[src/rtl/vga_timing_meas.sv]
// rtl/vga_timing_meas.sv - measures sync/porch/visible timing of one VGA axis and tracks period lock
`timescale 1ns/1ps

package vga_pkg;
  typedef struct packed {
    logic [15:0] sync_pulse;
    logic [15:0] back_porch;
    logic [15:0] visible_area;
    logic [15:0] front_porch;
  } line_t;

  typedef enum logic [1:0] {
    SYNC       = 2'd0,
    BACKPORCH  = 2'd1,
    ACTIVE     = 2'd2,
    FRONTPORCH = 2'd3
  } VGA_state_e;
endpackage

module vga_timing_meas
  import vga_pkg::*;
#(
  parameter int WIDTH      = 12,
  parameter int LOCK_COUNT = 2,
  parameter bit SYNC_POL   = 1'b1
) (
  input  logic       clk,
  input  logic       rstn,
  input  logic       i_ce,
  input  logic       i_sync_in,
  input  logic       i_active_in,
  output line_t      o_meas,
  output logic       o_meas_valid,
  output logic       o_locked,
  output logic       o_err,
  output VGA_state_e o_state
);
  localparam logic [3:0] LOCK_MAX = 4'(LOCK_COUNT);

  logic             w_s, w_a;
  logic             w_rise_s, w_fall_s, w_rise_a, w_fall_a, w_any_edge;
  logic             r_s_q, r_a_q;
  VGA_state_e       r_state, w_state_n;
  logic             r_synced, w_synced_n;
  logic [WIDTH-1:0] r_cnt, w_cnt_n;
  logic [WIDTH-1:0] r_sp, w_sp_n, r_bp, w_bp_n, r_va, w_va_n, w_fp;
  logic             w_done, w_viol, w_adv;
  line_t            r_meas, r_prev, w_line;
  logic             r_prev_vld, r_meas_valid, r_locked, r_err;
  logic [3:0]       r_match_cnt, w_match_n;

  assign w_s        = SYNC_POL ? i_sync_in : ~i_sync_in;
  assign w_a        = i_active_in;
  assign w_rise_s   = w_s & ~r_s_q;
  assign w_fall_s   = ~w_s & r_s_q;
  assign w_rise_a   = w_a & ~r_a_q;
  assign w_fall_a   = ~w_a & r_a_q;
  assign w_any_edge = w_rise_s | w_fall_s | w_rise_a | w_fall_a;

  always_comb begin
    w_state_n  = r_state;
    w_synced_n = r_synced;
    w_cnt_n    = r_cnt;
    w_sp_n     = r_sp;
    w_bp_n     = r_bp;
    w_va_n     = r_va;
    w_fp       = '0;
    w_done     = 1'b0;
    w_viol     = 1'b0;
    w_adv      = 1'b0;
    if (i_ce) begin
      if (!r_synced) begin
        if (w_rise_s) begin
          w_synced_n = 1'b1;
          w_state_n  = SYNC;
          w_cnt_n    = WIDTH'(1);
        end
      end else begin
        if (!(w_s && w_a)) begin
          case (r_state)
            SYNC: begin
              if (w_fall_s && w_rise_a) begin
                w_sp_n = r_cnt; w_bp_n = '0; w_state_n = ACTIVE; w_adv = 1'b1;
              end else if (w_fall_s && !w_a && !w_fall_a) begin
                w_sp_n = r_cnt; w_state_n = BACKPORCH; w_adv = 1'b1;
              end
            end
            BACKPORCH: begin
              if (w_rise_a && !w_rise_s && !w_fall_s) begin
                w_bp_n = r_cnt; w_state_n = ACTIVE; w_adv = 1'b1;
              end
            end
            ACTIVE: begin
              if (w_fall_a && w_rise_s) begin
                w_va_n = r_cnt; w_done = 1'b1; w_state_n = SYNC; w_adv = 1'b1;
              end else if (w_fall_a && !w_s && !w_fall_s) begin
                w_va_n = r_cnt; w_state_n = FRONTPORCH; w_adv = 1'b1;
              end
            end
            FRONTPORCH: begin
              if (w_rise_s && !w_rise_a && !w_fall_a) begin
                w_fp = r_cnt; w_done = 1'b1; w_state_n = SYNC; w_adv = 1'b1;
              end
            end
            default: ;
          endcase
        end
        // Any unexplained edge, overlap or saturated counter drops sync; cnt is held, never wrapped.
        if (w_adv) begin
          w_cnt_n = WIDTH'(1);
        end else if ((w_s && w_a) || w_any_edge || (&r_cnt)) begin
          w_viol     = 1'b1;
          w_synced_n = 1'b0;
          w_state_n  = SYNC;
        end else begin
          w_cnt_n = r_cnt + 1'b1;
        end
      end
    end
  end

  assign w_line = {16'(w_sp_n), 16'(w_bp_n), 16'(w_va_n), 16'(w_fp)};

  always_comb begin
    w_match_n = 4'd0;
    if (r_prev_vld && (w_line == r_prev))
      w_match_n = (r_match_cnt >= LOCK_MAX) ? LOCK_MAX : r_match_cnt + 4'd1;
  end

  always_ff @(posedge clk) begin
    if (!rstn) begin
      r_s_q        <= 1'b0;
      r_a_q        <= 1'b0;
      r_state      <= SYNC;
      r_synced     <= 1'b0;
      r_cnt        <= '0;
      r_sp         <= '0;
      r_bp         <= '0;
      r_va         <= '0;
      r_meas       <= '0;
      r_prev       <= '0;
      r_prev_vld   <= 1'b0;
      r_meas_valid <= 1'b0;
      r_locked     <= 1'b0;
      r_err        <= 1'b0;
      r_match_cnt  <= 4'd0;
    end else begin
      if (i_ce) begin
        r_s_q <= w_s;
        r_a_q <= w_a;
      end
      r_state      <= w_state_n;
      r_synced     <= w_synced_n;
      r_cnt        <= w_cnt_n;
      r_sp         <= w_sp_n;
      r_bp         <= w_bp_n;
      r_va         <= w_va_n;
      r_meas_valid <= w_done;
      r_err        <= w_viol;
      if (w_done) begin
        r_meas      <= w_line;
        r_prev      <= w_line;
        r_prev_vld  <= 1'b1;
        r_match_cnt <= w_match_n;
        r_locked    <= (w_match_n == LOCK_MAX);
      end
      // prev is forgotten so the first period after a resync can never count as a match
      if (w_viol) begin
        r_locked    <= 1'b0;
        r_match_cnt <= 4'd0;
        r_prev_vld  <= 1'b0;
      end
    end
  end

  assign o_meas       = r_meas;
  assign o_meas_valid = r_meas_valid;
  assign o_locked     = r_locked;
  assign o_err        = r_err;
  assign o_state      = r_state;
endmodule

[config.mk]
export PLATFORM = sky130hd
export DESIGN_NAME = vga_timing_meas
export DESIGN_NICKNAME = d
export VERILOG_FILES = /design/src/rtl/vga_timing_meas.sv
export SDC_FILE = /design/constraint.sdc
export NUM_CORES = 1
export LEC_CHECK = 0
export CAP_MARGIN = 20
export CORE_MARGIN = 2
export CORE_UTILIZATION = 53
export DETAILED_ROUTE_END_ITERATION = 12
export GPL_TIMING_DRIVEN = 0
export PLACE_DENSITY_LB_ADDON = 0.08
export SYNTH_ARGS = -nofsm -noshare
export SYNTH_HDL_FRONTEND = slang
export SYNTH_SLANG_ARGS = --single-unit
[constraint.sdc]
create_clock -name clk -period 4.9 [get_ports clk]
set_clock_uncertainty 0.05 [all_clocks]
set_input_delay 1.225 -clock clk [delete_from_list [all_inputs] [get_ports clk]]
set_output_delay 1.225 -clock clk [all_outputs]
set_load 0.02 [all_outputs]
==> summary.md <==
| Metric | Value |
|---|---|
| Crit-path max FO | 9 |
| Synthesized flop and latch total | 109 |
| Prevailing post-synth register cell | dfxtp_1 |
| Reg2Reg Depth | 14 |
| Max Clock Freq | 211 MHz |
| Synth Instances | 645 |
| Total Power | 1.51 mW |
| Site Rows | 36 |
| Pwr/cell area | 236 mW/mm2 |
| Vias in the first global route | 4642 |
| Most common cell after layout, fill and taps aside | nor2_1 |
| Combinational Power Share | 0.068 |
| Fin nets | 737 |
| ANT cells | 0 |
| Worst slew pin tran | 0.738 ns |
| Gr usage total | 0.274 |
| Leakage | 2.36 nW |
| Final setup violation count | 0 |
| First drt pass iteration count | 6 |
| Worst path depth | 14 |
| Unique cell type count in the Yosys netlist | 64 |
| Period utilization | 0.969 |
| Clock Path Buffers | 2 |
| Die ar. | 0.0110 mm2 |
| I/O pin count | 74 |
| Worst EP required | 5.16 ns |
| RSZ-0062 raised after global routing | no |
| Worst stage delay on the critical path | 0.48 ns |
| Global-route wire length before repair | 24100 um |
| # clock sinks | 109 |
| Switching share of total power | 0.262 |
| Net switching power figure | 394 uW |
| CTS buffer count | 9 |
| Sequential share of the synthesized area | 0.405 |
| Synth Warn # | 0 |
| Vias | 5017 |
| Largest net degree at the start of global routing | 19 |
| Clock Power Share | 0.340 |
| Worst skew pair latency | 0.38 ns |
| Layout cells sized above 1 | 0.0698 |
| DP Wirelength | 10900 um |
| # hold bufs at CTS | 0 |
| Core ar. | 0.00982 mm2 |
| Worst R2R Setup Slack | 1.33 ns |
| Worst path cell trace | clkdlybuf4s50_1 -> clkbuf_2 -> inv_1 -> ha_2 -> or4b_1 -> or3_1 -> buf_6 -> mux2_4 -> a222oi_1 -> o2111ai_2 -> a2111oi_4 -> nand4_1 -> buf_4 -> o21ai_1 |
| Worst EP arrival | 5.00 ns |
| Final ANT Viol Nets | 0 |
| Minimum clock period | 4.75 ns |
| Most frequent cells in the layout | nor2_1 (118), dfxtp_1 (109), clkdlybuf4s50_1 (55) |
| Sequential Power Share | 0.592 |
| Int Power | 1.11 mW |
| CP bufs+invs | 5 |
| Slowest CP cell | or4b_1 |
| Status | finished, final reports clean |
| Min-Delay Path Class | reg -> reg |
| Setup crit start | i_sync_in |
| Max-cap violations | 0 |
| Final Max Tran Viols | 0 |
| Initial Util | 0.549 |
| Slew margin rel. | 0.503 |
| Worst Setup End Kind | flip-flop |
| Grt ovf | 0 |
| CTS tree | built |
| Peak supply drop | 0.000155 V |
| Avg Synthesized Cell Area | 8.35 um2 |
| Ys async rst share | 0 |
| Antenna violations before repair | 0 |
| WL per Instance | 17.3 um |
| Worst hold slack | 0.410 ns |
| Vias per Instance | 5.81 |
| Syn-to-layout area delta | 18.6% |
| Worst r2r src | r_s_q |
| Port bufs | 55 |
| Number of synthesized flops with an enable pin | 0 |
| CTS H-tree lvls | 3 |
| Die height | 105 um |
| DRC | 0 |
| Cell area after synthesis | 0.00539 mm2 |
| R2r endpoint | o_locked |
| RePlAce Congestion | 0.911 |
| Die width | 105 um |
| Root buffer cell | clkbuf_8 |
| Fin. Hold Viols | 0 |
| DRT iter0 DRCs | 339 |
| CP Class | in -> reg |
| Worst Setup Start Kind | input pin |
| Worst Setup EP | o_locked |
| Delay-heaviest family, CP | compound AO/OA/AOI/OAI gates |
| Clk slew on worst S/H paths | 0.10 ns |
| Final wirelength | 15000 um |
## metrics by stage
| step | instance area, um2 | cells | util | setup slack [ns] | TNS, ns |
|---|---|---|---|---|---|
| final | 6390 | 864 | 0.651 | 0.152 | 0 |
| after global routing | 6390 | 864 | 0.651 | 0.0356 | 0 |
| after CTS | 6340 | 863 | 0.646 | 0.0211 | 0 |
| after detailed placement | 6160 | 848 | 0.628 | -0.423 | -1.61 |
| after global placement | 6160 | 848 | 0.628 | -0.359 | -1.42 |
| after floorplan | 5450 | 660 | - | 0.781 | 0 |
## synth_stat cells, drive strengths merged (2+ instances only)
master | n | area [um2]
a21o | 5 | 37.5
nand3 | 20 | 100
xnor2 | 25 | 219
or2 | 3 | 18.8
a2111oi | 5 | 50.0
a222oi | 2 | 20.0
mux2 | 3 | 37.5
o22ai | 8 | 50.1
nand4 | 9 | 56.3
nor2 | 118 | 443
o32ai | 5 | 43.8
and2 | 14 | 87.6
ha | 5 | 62.6
nand4b | 3 | 26.3
nor3 | 6 | 30.0
nor4b | 2 | 17.5
o211ai | 3 | 22.5
a211oi | 37 | 278
nor4bb | 4 | 40.0
buf | 22 | 159
o311ai | 2 | 17.5
a21oi | 12 | 60.1
mux2i | 21 | 210
or4b | 2 | 20.0
and3 | 8 | 50.1
a31oi | 9 | 56.3
nand2b | 4 | 25.0
clkbuf | 43 | 161
nand3b | 3 | 22.5
nand2 | 27 | 101
and4 | 3 | 26.3
or3 | 3 | 18.8
xor2 | 15 | 131
a22oi | 13 | 97.6
o21ai | 22 | 110
dfxtp | 109 | 2180
nor4 | 7 | 43.8
inv | 24 | 90.1
## worst min-delay path, delay by kind of cell, from the launching register on
family | cells | cell delay [ns]
DFF | 1 | 0.32
and+or+nand+nor | 1 | 0.05
AOI/OAI and AO/OA | 1 | 0.05
## kinds of logic after synthesis
| group | after synthesis | synth area share |
|---|---|---|
| compound gates | 136 | 0.179 |
| xor+xnor | 40 | 0.0650 |
| fa+ha+maj | 5 | 0.0116 |
| buf+inv | 89 | 0.0762 |
| flops | 109 | 0.405 |
| mux | 24 | 0.0460 |
| other cells | 1 | 0.000696 |
| simple gates | 241 | 0.217 |
## worst min-delay path by stage
stage                endpoint            from  slack (ns)  cells past startpoint
4_1_cts              o_locked        o_locked        0.41                      2
6_report             o_locked        o_locked        0.41                      2
2_1_floorplan  r_match_cnt[2]  r_match_cnt[2]        0.38                      2
3_3_place_gp   r_match_cnt[2]  r_match_cnt[2]        0.39                      2
5_1_grt              o_locked        o_locked        0.44                      2
3_5_place_dp   r_match_cnt[3]  r_match_cnt[3]        0.39                      1
## sequential cells by signal, summed over array words and instances (netlist names)
name	count
o_err	1
r_a_q	1
r_bp	12
o_meas_valid	1
r_s_q	1
o_state	2
r_cnt	12
r_synced	1
o_locked	1
r_match_cnt	4
r_sp	12
r_va	12
r_prev	48
r_prev_vld	1
## metal layers
layer,track usage,vias to the layer above,routed length (um)
li1,-,2409,-
met1,0.359,2386,6570
met2,0.442,186,7050
met3,0.0611,36,902
met4,0.105,0,453
met5,0,-,0
## power groups by stage
stage / Clock [mW] / Sequential (mW) / Combinational, mW
2_1_floorplan: 0 / 0.912 / 0.0733
3_3_place_gp: 0 / 0.912 / 0.0984
3_5_place_dp: 0 / 0.912 / 0.0988
4_1_cts: 0.521 / 0.891 / 0.0994
5_1_grt: 0.552 / 0.893 / 0.112
6_report: 0.512 / 0.891 / 0.103
## repair_timing
| item | 4_1_cts | 5_1_grt |
|---|---|---|
| setup buffers | 0 | 1 |
| endpoints found under the setup margin | 4 | 4 |
| pin swaps | 2 | 3 |
| cloned | 0 | 0 |
| hold endpoints to repair | 0 | 0 |
| gates resized for setup | 1 | 8 |
## layout make-up
type / count / area [um2]
fill: 887 / 3430
multi-input combinational: 462 / 2900
sequential: 109 / 2180
timing repair buffer: 56 / 558
buffer: 65 / 322
tap: 133 / 166
clock buffer: 10 / 128
inverter: 24 / 90.1
clock inverter: 5 / 46.3
Note: power is estimated with default switching activity, not from simulation.
==> RTL edit 1, RTL diff (same flow settings) <==
Change the parameter `WIDTH` from 12 to 16.
--- a/src/rtl/vga_timing_meas.sv
+++ b/src/rtl/vga_timing_meas.sv
@@ -22,3 +22,3 @@
 #(
-  parameter int WIDTH      = 12,
+  parameter int WIDTH      = 16,
   parameter int LOCK_COUNT = 2,
Behaviour: no difference found for any inputs over 4 cycles, from zero or initial values and one cycle with rstn low; that may be too few to reach the edited logic, so the function may still have changed.
==> RTL edit 1 against the unedited design <==
  * Worst hold slack got worse by 1.3 ps
  * Total power increased by 71%
  * Wire length increased by 59%
  * Register-to-register slack got worse by 50 ps
  * Cell area increased by 35%
  * Core utilization increased by 0.75 points
  * Area after synthesis increased by 31%
  * Via count increased by 34%
  * Critical path depth decreased by 2
  * Setup slack got worse by 46 ps
  * Sequential cell count increased by 32
  * Critical path type unchanged
  * Highest routed layer unchanged
==> RTL edit 1: results (changes against the unedited design) <==
[worst_setup_path]
slowest_delay_ps = 610  ; +130 ps
cpMaxStageDelayCell = or4_4
worst_path_dominant_cell_family = simple AND/OR/NAND/NOR gates
crit_path_max_fanout = 10  ; +1
worstPathArrival_ps = 5090  ; +90 ps

[cells_and_area]
antennaDiodeCount = 0  ; unchanged
nets = 915  ; +24%
drive_gt1_frac = 0.0730  ; +0.00322
largest_register_ffs = 64  ; +33%
top_register = r_prev

[logic_synthesis]
synth-main-ff-cell = dfxtp_1
syn-num-nets = 821
ys_seq_area_frac = 0.401  ; -0.00435
synth_top_cells_by_area = dfxtp_1, o211a_1, nor2b_1
yosys_warnings = 0  ; unchanged
synth.top_cells.by_count = dfxtp_1, nand2_1, nor2_1
synth_cell_types = 66  ; +3.1%
async_reset_ff_frac = 0  ; unchanged

[clocking]
cts-root-buf = clkbuf_16
clockBufferDepth = 2  ; unchanged
clkLatencyLatePin_ps = 430  ; +50 ps
h-tree-depth = 4  ; +1
cts_buffers = 17  ; +8
clk_pin_slew_ps = 60  ; -40 ps

[route]
drtIter0Drc = 818  ; +140%
wl_mm = 23.8  ; +59%
drt_pre_antenna_iters = 7  ; +1
vias = 6716  ; +34%

[place]
portBuffers = 72  ; +31%
place_ws_ps = -644  ; -221 ps
place_hpwl_mm = 17.0  ; +55%
routabilityCongestion = 0.965  ; +5.8%
postPlaceCellArea_um2 = 7990  ; +30%

[global_route]
antenna_found_initial = 0  ; unchanged
grt_pass1_vias = 6361  ; +37%
grt_max_degree = 17  ; -2
grt_first_pass_wirelength_mm = 36.4  ; +51%
grt_util_all_layers = 0.335  ; +0.0604

[power]
power.leakage_nw = 3.56  ; +51%
irDropWorstVdd_uv = 246  ; +58%
switching_share = 0.230  ; -0.0320

[run_status]
status = complete, no violations

[worst_hold_path]
hp-class = reg -> reg

[sta]
max-slew-margin-rel = 0.340  ; -0.164

==> RTL edit 1: cell families (layout without fill, tap and decap cells) <==
family	count (synthesis)	after routing	synth area share
AO/OA/AOI/OAI	188	188	0.205
XOR/XNOR	50	50	0.0621
adder cells (fa/ha/maj)	5	5	0.00888
buffers and inverters	90	197	0.0502
flip-flops	141	141	0.401
multiplexers	27	27	0.0385
AND/OR/NAND/NOR	310	310	0.235
==> RTL edit 1: metal layers <==
metal  vias up  wire length [µm]  track usage
met5         -                 0            0
met4         0               665        0.106
met3        53              2310       0.0757
met2       384             10700        0.523
met1      3210             10100        0.461
li1       3069                 -            -
==> RTL edit 1: final cells by class <==
class,instances,area [µm²]
Fill cell,1144,4490
Clock inverter,13,166
Tap cell,176,220
Multi-Input combinational cell,580,3910
Inverter,34,128
Sequential cell,141,2820
Timing Repair Buffer,75,741
Buffer,56,229
Clock buffer,19,433
==> RTL edit 1: final timing paths <==
path | slack, ps | depth (start not counted) | to | start
hold / removal | 410 | 2 | o_locked$_SDFFE_PP0P_ | o_locked$_SDFFE_PP0P_
setup reg to reg | 1280 | 11 | r_match_cnt[0]$_SDFFE_PP0P_ | r_s_q$_SDFFE_PN0P_
hold reg to reg | 410 | 2 | o_locked$_SDFFE_PP0P_ | o_locked$_SDFFE_PP0P_
setup / recovery | 110 | 12 | r_match_cnt[0]$_SDFFE_PP0P_ | i_sync_in
==> RTL edit 1: stage by stage <==
step	instances	utilization	hold slack (ps)	setup TNS (ps)
2_1_floorplan	811	-	385	0
3_3_place_gp	1059	0.608	389	-2280
3_5_place_dp	1059	0.608	402	-2420
4_1_cts	1091	0.654	410	0
5_1_grt	1094	0.658	442	0
6_report	1094	0.658	408	0
==> RTL edit 1: power groups by stage <==
stage	sequential, mW	combinational, mW	clock [mW]
2_1_floorplan	1.18	0.0549	0
3_3_place_gp	1.18	0.0829	0
3_5_place_dp	1.18	0.0834	0
4_1_cts	1.15	0.0841	1.33
5_1_grt	1.15	0.0921	1.38
6_report	1.15	0.0876	1.33
==> RTL edit 1: worst register-to-register path: stages (launching register included) <==
cell       delay (ps)
dfxtp_1           370
inv_1              60
ha_1              230
nand2b_1          170
and3_1            270
nand2_2           230
buf_2             350
mux2i_1           370
o2111ai_1         140
or4_1             510
or4_4             620
o31ai_2           190
==> RTL edit 1: what timing repair did <==
action,in CTS,in global routing
cloned,0,0
buffers inserted,0,2
gates resized for setup,3,5
setup endpoints to repair,4,4
pin swaps,0,1
==> RTL edit 2, RTL diff (same settings) <==
Made on the original files. Register the output `o_err` once more, cleared by the reset; this adds one clock of latency there. The other outputs are not delayed to match.
--- a/src/rtl/vga_timing_meas.sv
+++ b/src/rtl/vga_timing_meas.sv
@@ -178,3 +178,9 @@
   assign o_locked     = r_locked;
-  assign o_err        = r_err;
+  always_ff @(posedge clk) begin
+    if (!rstn) begin
+      o_err <= '0;
+    end else begin
+      o_err <= r_err;
+    end
+  end
   assign o_state      = r_state;
Check against the original RTL: not equivalent (Yosys sat finds a counterexample within 4 cycles, from zero or initial values and one cycle with rstn low).
==> RTL edit 2 against the unedited design <==
  * Worst hold slack got worse by 4.2 ps
  * Total power rose by 4.7%
  * Cell area rose by 4.4%
  * Register-to-register slack got worse by 110 ps
  * Core utilization fell by 0.72 points
  * Setup slack improved by 62 ps
  * Area after synthesis rose by 5.5%
  * Die area rose by 5.3%
  * Sequential cell count rose by 1
  * Via count rose by 4.2%
  * Wire length rose by 12%
  * Global-route usage rose by 2.2 points
==> RTL edit 2: results (changes against the unedited design) <==
[worst_hold_path]
worstHoldStart = r_err$_SDFF_PN0_
holdPathStages = 1  ; -1
hp-class = reg -> reg
hold_path_end = o_err$_SDFF_PN0_

[cells_and_area]
antennaDiodeCount = 0  ; unchanged
top_register = r_prev
nets = 742  ; +0.68%
drive_gt1_frac = 0.0624  ; -0.00735
fillers = 925  ; +4.3%

[sta]
worst_slew_pin_slew_ps = 1040  ; +303 ps
max_freq_mhz = 213  ; +1.3%
worst_hold_slack_ps = 405  ; -4.17 ps

[power]
irDropWorstVdd_uv = 244  ; +57%
comb_power_uw = 95.1  ; -8%
switching_share = 0.257  ; -0.00520
power_density_nw_per_um2 = 236  ; +0.26%
p_clk_uw = 582  ; +14%
power.leakage_nw = 2.83  ; +20%

[route]
wl_per_cell_um = 19.2  ; +11%
drtIter0Drc = 495  ; +46%
wl_met2_mm = 7.74  ; +9.7%
drt_pre_antenna_iters = 8  ; +2
drtAntennaViolNets = 0  ; unchanged
vias = 5228  ; +4.2%
wirelength_met1_mm = 7.26  ; +11%
top_layer_used = met4
wl_mm = 16.7  ; +12%
met3_length_mm = 1.29  ; +43%

[logic_synthesis]
syn_avg_cell_area_um2 = 8.73  ; +4.5%
synth.top_cells.by_count = dfxtp_1, nand2_1, nor2b_1
synth-main-ff-cell = dfxtp_1
synth_top_cells_by_area = dfxtp_1, o211a_1, nor2b_1
ys_seq_area_frac = 0.387  ; -0.0176

[place]
place_hpwl_mm = 12.2  ; +12%
placed_cells = 857  ; +1.1%
portBuffers = 55  ; unchanged
postPlaceCellArea_um2 = 6460  ; +4.9%
place_ws_ps = -335  ; +87.8 ps
routabilityCongestion = 0.924  ; +1.3%

[global_route]
grt_max_degree = 20  ; +1
grt_first_pass_wirelength_mm = 26.2  ; +8.6%
globalRouteMet1Util = 0.399  ; +0.0401
grt_pass1_vias = 4907  ; +5.7%
grtUsageMet3 = 0.0660  ; +0.00485
use_met2 = 0.477  ; +0.0351
antenna_found_initial = 0  ; unchanged
grt_util_all_layers = 0.297  ; +0.0222

[worst_setup_path]
r2r_cells = 9  ; -5
r2r_end = r_match_cnt[2]$_SDFFE_PP0P_
cpMaxStageDelayCell = clkdlybuf4s50_1
rr_startpoint = o_state[1]$_SDFFE_PN0P_
r2r_slack_ps = 1220  ; -110 ps
critPathLaunch = i_sync_in
worstPathArrival_ps = 4930  ; -70 ps
worst_path_dominant_cell_family = buffers and inverters
crit_path_max_fanout = 10  ; +1
slowest_delay_ps = 480  ; about the same

[clocking]
clkLatencyLatePin_ps = 400  ; +20 ps
cts_resized = 0  ; -1

[run_status]
status = complete, no violations

-- RTL edit 2: cell count changes after synthesis, sizes merged, moves of 7 or more --
cell	delta
nor2	-83
nor2b	+50
o211a	+36
clkbuf	-8
nand2	+41
o21a	+7
nand3	-9
xor2	+8
a211oi	-36
-- RTL edit 2: layout make-up --
type                    count  area, µm²  area share
multi-input cells         463       3110       0.466
flip-flops and latches    110       2200       0.330
repair buffers             55        551      0.0825
plain buffers              63        322      0.0482
well taps                 136        170      0.0255
clock buffers               9        124      0.0186
inverters                  30        113      0.0169
clock inverters             7       81.3      0.0122
-- RTL edit 2: cell families (layout without fill, tap and decap cells) --
family	Yosys count	after routing	synth area share
AND/OR/NAND/NOR	221	221	0.206
AO/OA/AOI/OAI	156	156	0.215
flip-flops	110	110	0.387
buffers and inverters	93	164	0.0761
XOR/XNOR	45	45	0.0693
multiplexers	20	20	0.0352
adder cells (fa/ha/maj)	5	5	0.0110
other	1	16	0.000660
